### src/rtl/multilane_shift_engine_if.sv
// Bundle of the data and status signals of multilane_shift_engine.
// The master side (the user of the engine) drives the controls and data in;
// the slave side (the engine itself) drives the shifted data and status.
//   en, mode       free-running operation select
//   sin            LANES-bit serial data in
//   pin            W-bit parallel load data
//   start          begin a framed transfer
//   msb_first      direction of a framed transfer
//   sout           LANES bits most recently shifted out
//   pout           current register contents
//   busy, done     framed transfer status
interface multilane_shift_engine_if #(
   parameter int W     = 8,
   parameter int LANES = 1
);
   logic             en;
   logic [2:0]       mode;
   logic [LANES-1:0] sin;
   logic [W-1:0]     pin;
   logic             start;
   logic             msb_first;
   logic [LANES-1:0] sout;
   logic [W-1:0]     pout;
   logic             busy;
   logic             done;

   modport master (
      output en, mode, sin, pin, start, msb_first,
      input  sout, pout, busy, done
   );

   modport slave (
      input  en, mode, sin, pin, start, msb_first,
      output sout, pout, busy, done
   );
endinterface

### src/rtl/multilane_shift_engine.sv
// Universal shift register moving LANES bits per shift, with free-running
// modes (hold/load/shl/shr/rotl/rotr/asr/clear) and a framed mode that
// serialises a W-bit word over K = W/LANES edges while capturing sin.
// Ports:
//   clk   rising-edge clock
//   rst   synchronous active-high reset; aborts any frame without done
//   bus   slave side of multilane_shift_engine_if (see that file)
module multilane_shift_engine #(
   parameter int W     = 8,
   parameter int LANES = 1
) (
   input logic                  clk,
   input logic                  rst,
   multilane_shift_engine_if.slave bus
);

   localparam int K  = W / LANES;
   localparam int CW = $clog2(K + 1);

   typedef enum logic {IDLE, SHIFT} state_t;

   state_t           state;
   state_t           next_state;
   logic [W-1:0]     shreg;
   logic [LANES-1:0] sout_q;
   logic             done_q;
   logic             dir_msb;
   logic [CW-1:0]    cnt;
   logic             busy_c;
   logic             last_chunk;

   // Candidate next register values; written with shifts rather than part
   // selects so they stay legal even when W equals LANES.
   logic [W-1:0]     shl_val;
   logic [W-1:0]     shr_val;
   logic [W-1:0]     rotl_val;
   logic [W-1:0]     rotr_val;
   logic [W-1:0]     asr_val;

   assign shl_val  = (shreg << LANES) | W'(bus.sin);
   assign shr_val  = (shreg >> LANES) | (W'(bus.sin) << (W - LANES));
   assign rotl_val = (shreg << LANES) | (shreg >> (W - LANES));
   assign rotr_val = (shreg >> LANES) | (shreg << (W - LANES));
   assign asr_val  = W'($signed(shreg) >>> LANES);

   assign last_chunk = (cnt == CW'(1));

   // State register
   always_ff @(posedge clk) begin
      if (rst) state <= IDLE;
      else     state <= next_state;
   end

   // Next-state logic: a frame lasts exactly K shift edges after the load edge
   always_comb begin
      next_state = state;
      case (state)
         IDLE:    if (bus.start) next_state = SHIFT;
         SHIFT:   if (last_chunk) next_state = IDLE;
         default: next_state = IDLE;
      endcase
   end

   // Moore outputs
   always_comb begin
      busy_c = 1'b0;
      if (state == SHIFT) busy_c = 1'b1;
   end

   // Datapath: start beats en/mode while idle; everything but the frame
   // shift is ignored while a frame is in progress
   always_ff @(posedge clk) begin
      if (rst) begin
         shreg   <= '0;
         sout_q  <= '0;
         done_q  <= 1'b0;
         dir_msb <= 1'b0;
         cnt     <= '0;
      end else begin
         done_q <= 1'b0;
         if (state == SHIFT) begin
            if (dir_msb) begin
               shreg  <= shl_val;
               sout_q <= shreg[W-1 -: LANES];
            end else begin
               shreg  <= shr_val;
               sout_q <= shreg[LANES-1:0];
            end
            cnt <= cnt - CW'(1);
            if (last_chunk) done_q <= 1'b1;
         end else if (bus.start) begin
            shreg   <= bus.pin;
            dir_msb <= bus.msb_first;
            cnt     <= CW'(K);
         end else if (bus.en) begin
            case (bus.mode)
               3'b000: ;
               3'b001: shreg <= bus.pin;
               3'b010: begin
                  shreg  <= shl_val;
                  sout_q <= shreg[W-1 -: LANES];
               end
               3'b011: begin
                  shreg  <= shr_val;
                  sout_q <= shreg[LANES-1:0];
               end
               3'b100: begin
                  shreg  <= rotl_val;
                  sout_q <= '0;
               end
               3'b101: begin
                  shreg  <= rotr_val;
                  sout_q <= '0;
               end
               3'b110: begin
                  shreg  <= asr_val;
                  sout_q <= shreg[LANES-1:0];
               end
               default: begin
                  shreg  <= '0;
                  sout_q <= '0;
               end
            endcase
         end
      end
   end

   assign bus.pout = shreg;
   assign bus.sout = sout_q;
   assign bus.busy = busy_c;
   assign bus.done = done_q;

endmodule

### src/flat_wrapper.sv
// flat-port wrapper written by rule: the top's interface ports become plain ports
module multilane_shift_engine_flat 
#(
   parameter int W     = 8,
   parameter int LANES = 1
)
  (clk, rst, bus_en, bus_mode, bus_sin, bus_pin, bus_start, bus_msb_first, bus_sout, bus_pout, bus_busy, bus_done);
  multilane_shift_engine_if #(.W(W), .LANES(LANES)) bus_i ();
  input logic clk;
  input logic rst;
  input wire logic [$bits(bus_i.en)-1:0] bus_en;
  input wire logic [$bits(bus_i.mode)-1:0] bus_mode;
  input wire logic [$bits(bus_i.sin)-1:0] bus_sin;
  input wire logic [$bits(bus_i.pin)-1:0] bus_pin;
  input wire logic [$bits(bus_i.start)-1:0] bus_start;
  input wire logic [$bits(bus_i.msb_first)-1:0] bus_msb_first;
  output wire logic [$bits(bus_i.sout)-1:0] bus_sout;
  output wire logic [$bits(bus_i.pout)-1:0] bus_pout;
  output wire logic [$bits(bus_i.busy)-1:0] bus_busy;
  output wire logic [$bits(bus_i.done)-1:0] bus_done;
  assign bus_i.en = bus_en;
  assign bus_i.mode = bus_mode;
  assign bus_i.sin = bus_sin;
  assign bus_i.pin = bus_pin;
  assign bus_i.start = bus_start;
  assign bus_i.msb_first = bus_msb_first;
  assign bus_sout = bus_i.sout;
  assign bus_pout = bus_i.pout;
  assign bus_busy = bus_i.busy;
  assign bus_done = bus_i.done;
  multilane_shift_engine #(.W(W), .LANES(LANES)) u_core (.clk(clk), .rst(rst), .bus(bus_i));
endmodule
### config.mk
export PLATFORM = sky130hd
export DESIGN_NAME = multilane_shift_engine_flat
export DESIGN_NICKNAME = d
export VERILOG_FILES = /design/src/rtl/multilane_shift_engine_if.sv /design/src/rtl/multilane_shift_engine.sv /design/src/flat_wrapper.sv
export SDC_FILE = /design/constraint.sdc
export NUM_CORES = 1
export LEC_CHECK = 0
export BUFFER_PORTS_ARGS = -buffer_cell sky130_fd_sc_hd__clkbuf_2
export CORE_UTILIZATION = 48
export CTS_CLUSTER_SIZE = 12
export DETAILED_ROUTE_END_ITERATION = 12
export GPL_TIMING_DRIVEN = 0
export PLACE_DENSITY_LB_ADDON = 0.15
export SETUP_SLACK_MARGIN = 0.4
export SYNTH_ARGS = -nofsm -noshare
export SYNTH_HDL_FRONTEND = slang
export SYNTH_SLANG_ARGS = --single-unit
### constraint.sdc
create_clock -name clk -period 1.25 [get_ports clk]
set_input_delay 0.25 -clock clk [delete_from_list [all_inputs] [get_ports clk]]
set_output_delay 0.25 -clock clk [all_outputs]
set_load 0.005 [all_outputs]
==> results_tabular.tex <==
\begin{tabular}{lr}
\hline
Metric & Value \\
\hline
\multicolumn{2}{l}{\textbf{Status}} \\
Outcome & finished with violations \\
Violated checks & negative setup slack \\
\multicolumn{2}{l}{\textbf{Logic synthesis}} \\
Number of warnings reported in the yosys synthesis log & 0 \\
Count of flip-flops with a built-in enable after synthesis & 0 \\
Number of storage elements in the synthesis netlist & 16 \\
Synthesized area divided by synthesized cell count & around 8.5 um2 \\
Gate count of the mapped netlist & $\sim$150 \\
Syn\_nets & 170 \\
Yosys top cell by area & sky130\_fd\_sc\_hd\_\_dfxtp\_1 \\
Top flip-flop cell by instance count after synthesis & sky130\_fd\_sc\_hd\_\_dfxtp\_1 \\
Post-synthesis sequential area ratio & 24.9\% \\
Cell types occupying the most area after synthesis & sky130\_fd\_sc\_hd\_\_dfxtp\_1, sky130\_fd\_sc\_hd\_\_mux2i\_1, sky130\_fd\_sc\_hd\_\_mux2\_2 \\
Total standard cell area after synthesis & 1290 um2 \\
Portion of synthesized cell area occupied by the leading cell type & between 20 and 25\% \\
Fraction of registers with async set/reset & 0\% \\
Count of unique library cells instantiated by Yosys & 42 \\
\multicolumn{2}{l}{\textbf{Timing}} \\
Final setup margin & -0.187 ns \\
Minimum clock period after layout & 1.44 ns \\
Max-slew violation count & 0 \\
Setup violators final & 10 \\
Peak Freq & 696 MHz \\
Unrepaired setup endpoints after global routing & yes \\
Worst rel slew slack & 71.2\% \\
Final-report hold violation count & 0 \\
Tightest Pin Transition & roughly 0.43 ns \\
Final cycle utilization of the critical path & 115\% \\
Accumulated negative setup slack & -1.27 ns \\
Fin Clk Skew & 0.00544 ns \\
\multicolumn{2}{l}{\textbf{Routing}} \\
Number of iterations in the first detailed-routing pass & 4 \\
DRC Markers & 0 \\
Via density & 6.08 \\
Average wire per standard cell & 17.4 um \\
Total via count after detailed routing & approximately 1400 \\
Post-route ant nets & 0 \\
Drt initial violations & 44 \\
Final routed wirelength across all metal layers & 3930 um \\
\multicolumn{2}{l}{\textbf{Global routing}} \\
Pin count of the biggest net entering global routing & 11 \\
Antenna violations before repair & 0 \\
First-pass GRT wire length & 5960 um \\
Gr ovfl total & 0 \\
GRT Max-Usage Layer & met2 \\
Global router's overall resource usage & between 20\% and 30\% \\
Vias in the first global route & roughly 1300 \\
Grt met2 use & 52.1\% \\
GR Layer Usage met1 & between 30\% and 40\% \\
GR Util met3 & under 10\% \\
\multicolumn{2}{l}{\textbf{Power}} \\
Leakage & 0.766 nW \\
Peak supply drop & 680 uV \\
Power density of the placed cells & 865 nW/um2 \\
\multicolumn{2}{l}{\textbf{Worst setup path}} \\
Critical path launch point type & flop \\
Critical-path cell with the highest stage delay & sky130\_fd\_sc\_hd\_\_dfxtp\_2 \\
Crit path top cell by count & sky130\_fd\_sc\_hd\_\_buf\_6 \\
Required @ worst endpoint & about 1.5 ns \\
Max stage delay on crit path & between 0.3 and 0.4 ns \\
Worst-path maximum fanout & 4 \\
Critical Path Sink Type & flop \\
Setup Crit Path Kind & reg -> reg \\
Worst path cell trace & buf\_6 > or2\_4 > nor3\_4 > buf\_6 > o21ai\_2 > a311oi\_2 \\
Reg2reg setup slack & -0.19 ns \\
Worst reg2reg path depth & 6 \\
Endpoint of the most critical register-to-register path & u\_core.bus.pout[3]\$\_SDFFE\_PP0P\_ \\
Arrival @ worst endpoint & 1.64 ns \\
Worst r2r src & u\_core.state\$\_SDFF\_PP0\_ \\
\multicolumn{2}{l}{\textbf{Clocking}} \\
Clk buf depth & 2 \\
H-tree lvl count & 1 \\
Clk sinks & 16 \\
Number of buffers added by the clock tree synthesis step & 3 \\
TritonCTS clock tree & done \\
Clock root buffer & sky130\_fd\_sc\_hd\_\_clkbuf\_4 \\
Clock slew at reported path FFs & 0.11 ns \\
Clock insertion delay at the later pin of the skew report & 0.30 ns \\
\multicolumn{2}{l}{\textbf{Hold path}} \\
Hold WC Path Type & in -> reg \\
Number of instances on the worst hold path & 3 \\
Origin of the worst min-delay path & bus\_msb\_first \\
Worst min-delay path endpoint & u\_core.dir\_msb\$\_SDFFE\_PP0P\_ \\
\multicolumn{2}{l}{\textbf{Job}} \\
MaxCap Viol Count & 0 \\
\multicolumn{2}{l}{\textbf{Placement}} \\
Minimum setup slack after placement & -0.226 ns \\
DP Wirelength & 2390 um \\
Global placement routability congestion & slightly above 0.8 \\
Standard cell area after detailed placement & 1490 um2 \\
Number of input and output port buffers inserted & 24 \\
\multicolumn{2}{l}{\textbf{Die}} \\
Die area & 2890 um2 \\
Horizontal die dimension & 53.8 um \\
CORE AREA & between 2000 and 2500 um2 \\
Count of standard-cell rows & 18 \\
Vert. Die Dim & 53.8 um \\
Effective utilization at floorplan & 51.5\% \\
Count of boundary I/O pins & 28 \\
\multicolumn{2}{l}{\textbf{Final layout}} \\
Layout area overhead & 44.6\% \\
Post-route cell area & roughly 1900 um2 \\
Number of diodes & 0 \\
Number of nets in the finished design & 216 \\
Ratio of cells with drive above 1 in the final layout & 53.1\% \\
Final Util & 74.4\% \\
\hline
\end{tabular}
[cell usage after synthesis (2+ instances only)]
library cell               instances
sky130_fd_sc_hd__ha_1              2
sky130_fd_sc_hd__a22oi_1           6
sky130_fd_sc_hd__a211oi_1          4
sky130_fd_sc_hd__nand2b_1          5
sky130_fd_sc_hd__a22o_1            6
sky130_fd_sc_hd__nand4b_1          2
sky130_fd_sc_hd__nor3_1            3
sky130_fd_sc_hd__clkbuf_1          5
sky130_fd_sc_hd__buf_4             3
sky130_fd_sc_hd__nand3b_1          3
sky130_fd_sc_hd__inv_1             3
sky130_fd_sc_hd__nor2_1           21
sky130_fd_sc_hd__nor2b_1           3
sky130_fd_sc_hd__buf_6             2
sky130_fd_sc_hd__nand2_1           4
sky130_fd_sc_hd__o21ai_0           2
sky130_fd_sc_hd__a21oi_1           4
sky130_fd_sc_hd__o21ai_1           7
sky130_fd_sc_hd__mux2i_1           9
sky130_fd_sc_hd__buf_2             4
sky130_fd_sc_hd__dfxtp_1          16
sky130_fd_sc_hd__a311oi_1         10
sky130_fd_sc_hd__mux2_2            8
[power by group]
group / internal (W) / total, W / switching (W) / leakage, nW
sequential: 0.000561 / 0.000626 / 0.0000652 / 0.137
combinational: 0.000335 / 0.000620 / 0.000285 / 0.607
clock: 0.000178 / 0.000362 / 0.000185 / 0.0210
[routing by layer]
metal / vias up / part of all wire (%)
met2: 38 / 53
met1: 671 / 42
met4: 0 / 0.76
met5: - / 0
met3: 4 / 4.5
li1: 661 / -
[sequential cells by signal, summed over array words and instances (netlist names)]
name and flops:
u_core.cnt 4, u_core.bus.sout 1, u_core.bus.done 1, u_core.dir_msb 1
u_core.bus.pout 8, u_core.state 1
[critical path: cells and delay by family (launching register included)]
| kind | cells | cell delay, ns |
|---|---|---|
| compound gates | 2 | 0.27 |
| buf+inv | 2 | 0.26 |
| flops | 1 | 0.34 |
| simple gates | 2 | 0.48 |
[worst max-delay path by stage]
stage,start,end,slack (ns),cells past startpoint
final,u_core.state$_SDFF_PP0_,u_core.bus.pout[3]$_SDFFE_PP0P_,-0.19,6
after global routing,u_core.state$_SDFF_PP0_,u_core.bus.pout[3]$_SDFFE_PP0P_,-0.25,6
after CTS,u_core.state$_SDFF_PP0_,u_core.bus.pout[2]$_SDFFE_PP0P_,-0.13,5
after detailed placement,bus_mode[2],u_core.bus.pout[0]$_SDFFE_PP0P_,-0.23,6
after global placement,bus_mode[2],u_core.bus.pout[1]$_SDFFE_PP0P_,-0.20,5
after floorplan,u_core.state$_SDFF_PP0_,u_core.bus.pout[1]$_SDFFE_PP0P_,0.04,5
[cell type report]
cell class	count	area, um2
Buffer	14	154
Sequential cell	16	342
Inverter	3	11.3
Fill cell	192	641
Multi-Input combinational cell	118	987
Tap cell	30	37.5
Timing Repair Buffer	41	292
Clock buffer	4	36.3
[metrics by stage]
step	power, W	instances	hold slack, ns
2_1_floorplan	0.000930	151	0.397
3_3_place_gp	0.00106	205	0.471
3_5_place_dp	0.00107	205	0.469
4_1_cts	0.00154	221	0.181
5_1_grt	0.00169	226	0.203
6_report	0.00161	226	0.196
[placed cells by master (no fill, tap or decap), types with 4 or more instances in the layout]
cell                       netlist  routed
sky130_fd_sc_hd__a22o_1          6       6
sky130_fd_sc_hd__a22oi_1         6       6
sky130_fd_sc_hd__a311oi_1       10       6
sky130_fd_sc_hd__a311oi_2        1       5
sky130_fd_sc_hd__buf_4           3      13
sky130_fd_sc_hd__buf_6           2      10
sky130_fd_sc_hd__clkbuf_2        0      22
sky130_fd_sc_hd__clkbuf_4        0       4
sky130_fd_sc_hd__dfxtp_2         0      11
sky130_fd_sc_hd__mux2_2          8       8
sky130_fd_sc_hd__mux2i_1         9       9
sky130_fd_sc_hd__nand2_1         4       4
sky130_fd_sc_hd__nand2b_1        5       4
sky130_fd_sc_hd__nor2_1         21      20
sky130_fd_sc_hd__o21ai_1         7       7
[repair_timing]
action / in CTS / in global routing
endpoints found under the setup margin: 27 / 27
pin swaps: 6 / 9
resized for setup: 29 / 20
gates cloned: 2 / 0
buffers inserted: 10 / 5
hold buffers: 0 / 0
[kinds of logic (layout without fill, tap and decap cells)]
logic type,after synthesis,after routing,share of synthesized area (%)
AND/OR/NAND/NOR,50,50,22.3
buffers and inverters,17,62,7.39
adder cells (fa/ha/maj),2,2,1.95
XOR/XNOR,2,2,1.95
AO/OA/AOI/OAI,47,47,27.5
flip-flops,16,16,24.9
multiplexers,17,17,14.0
(Power assumes the default switching activity.)
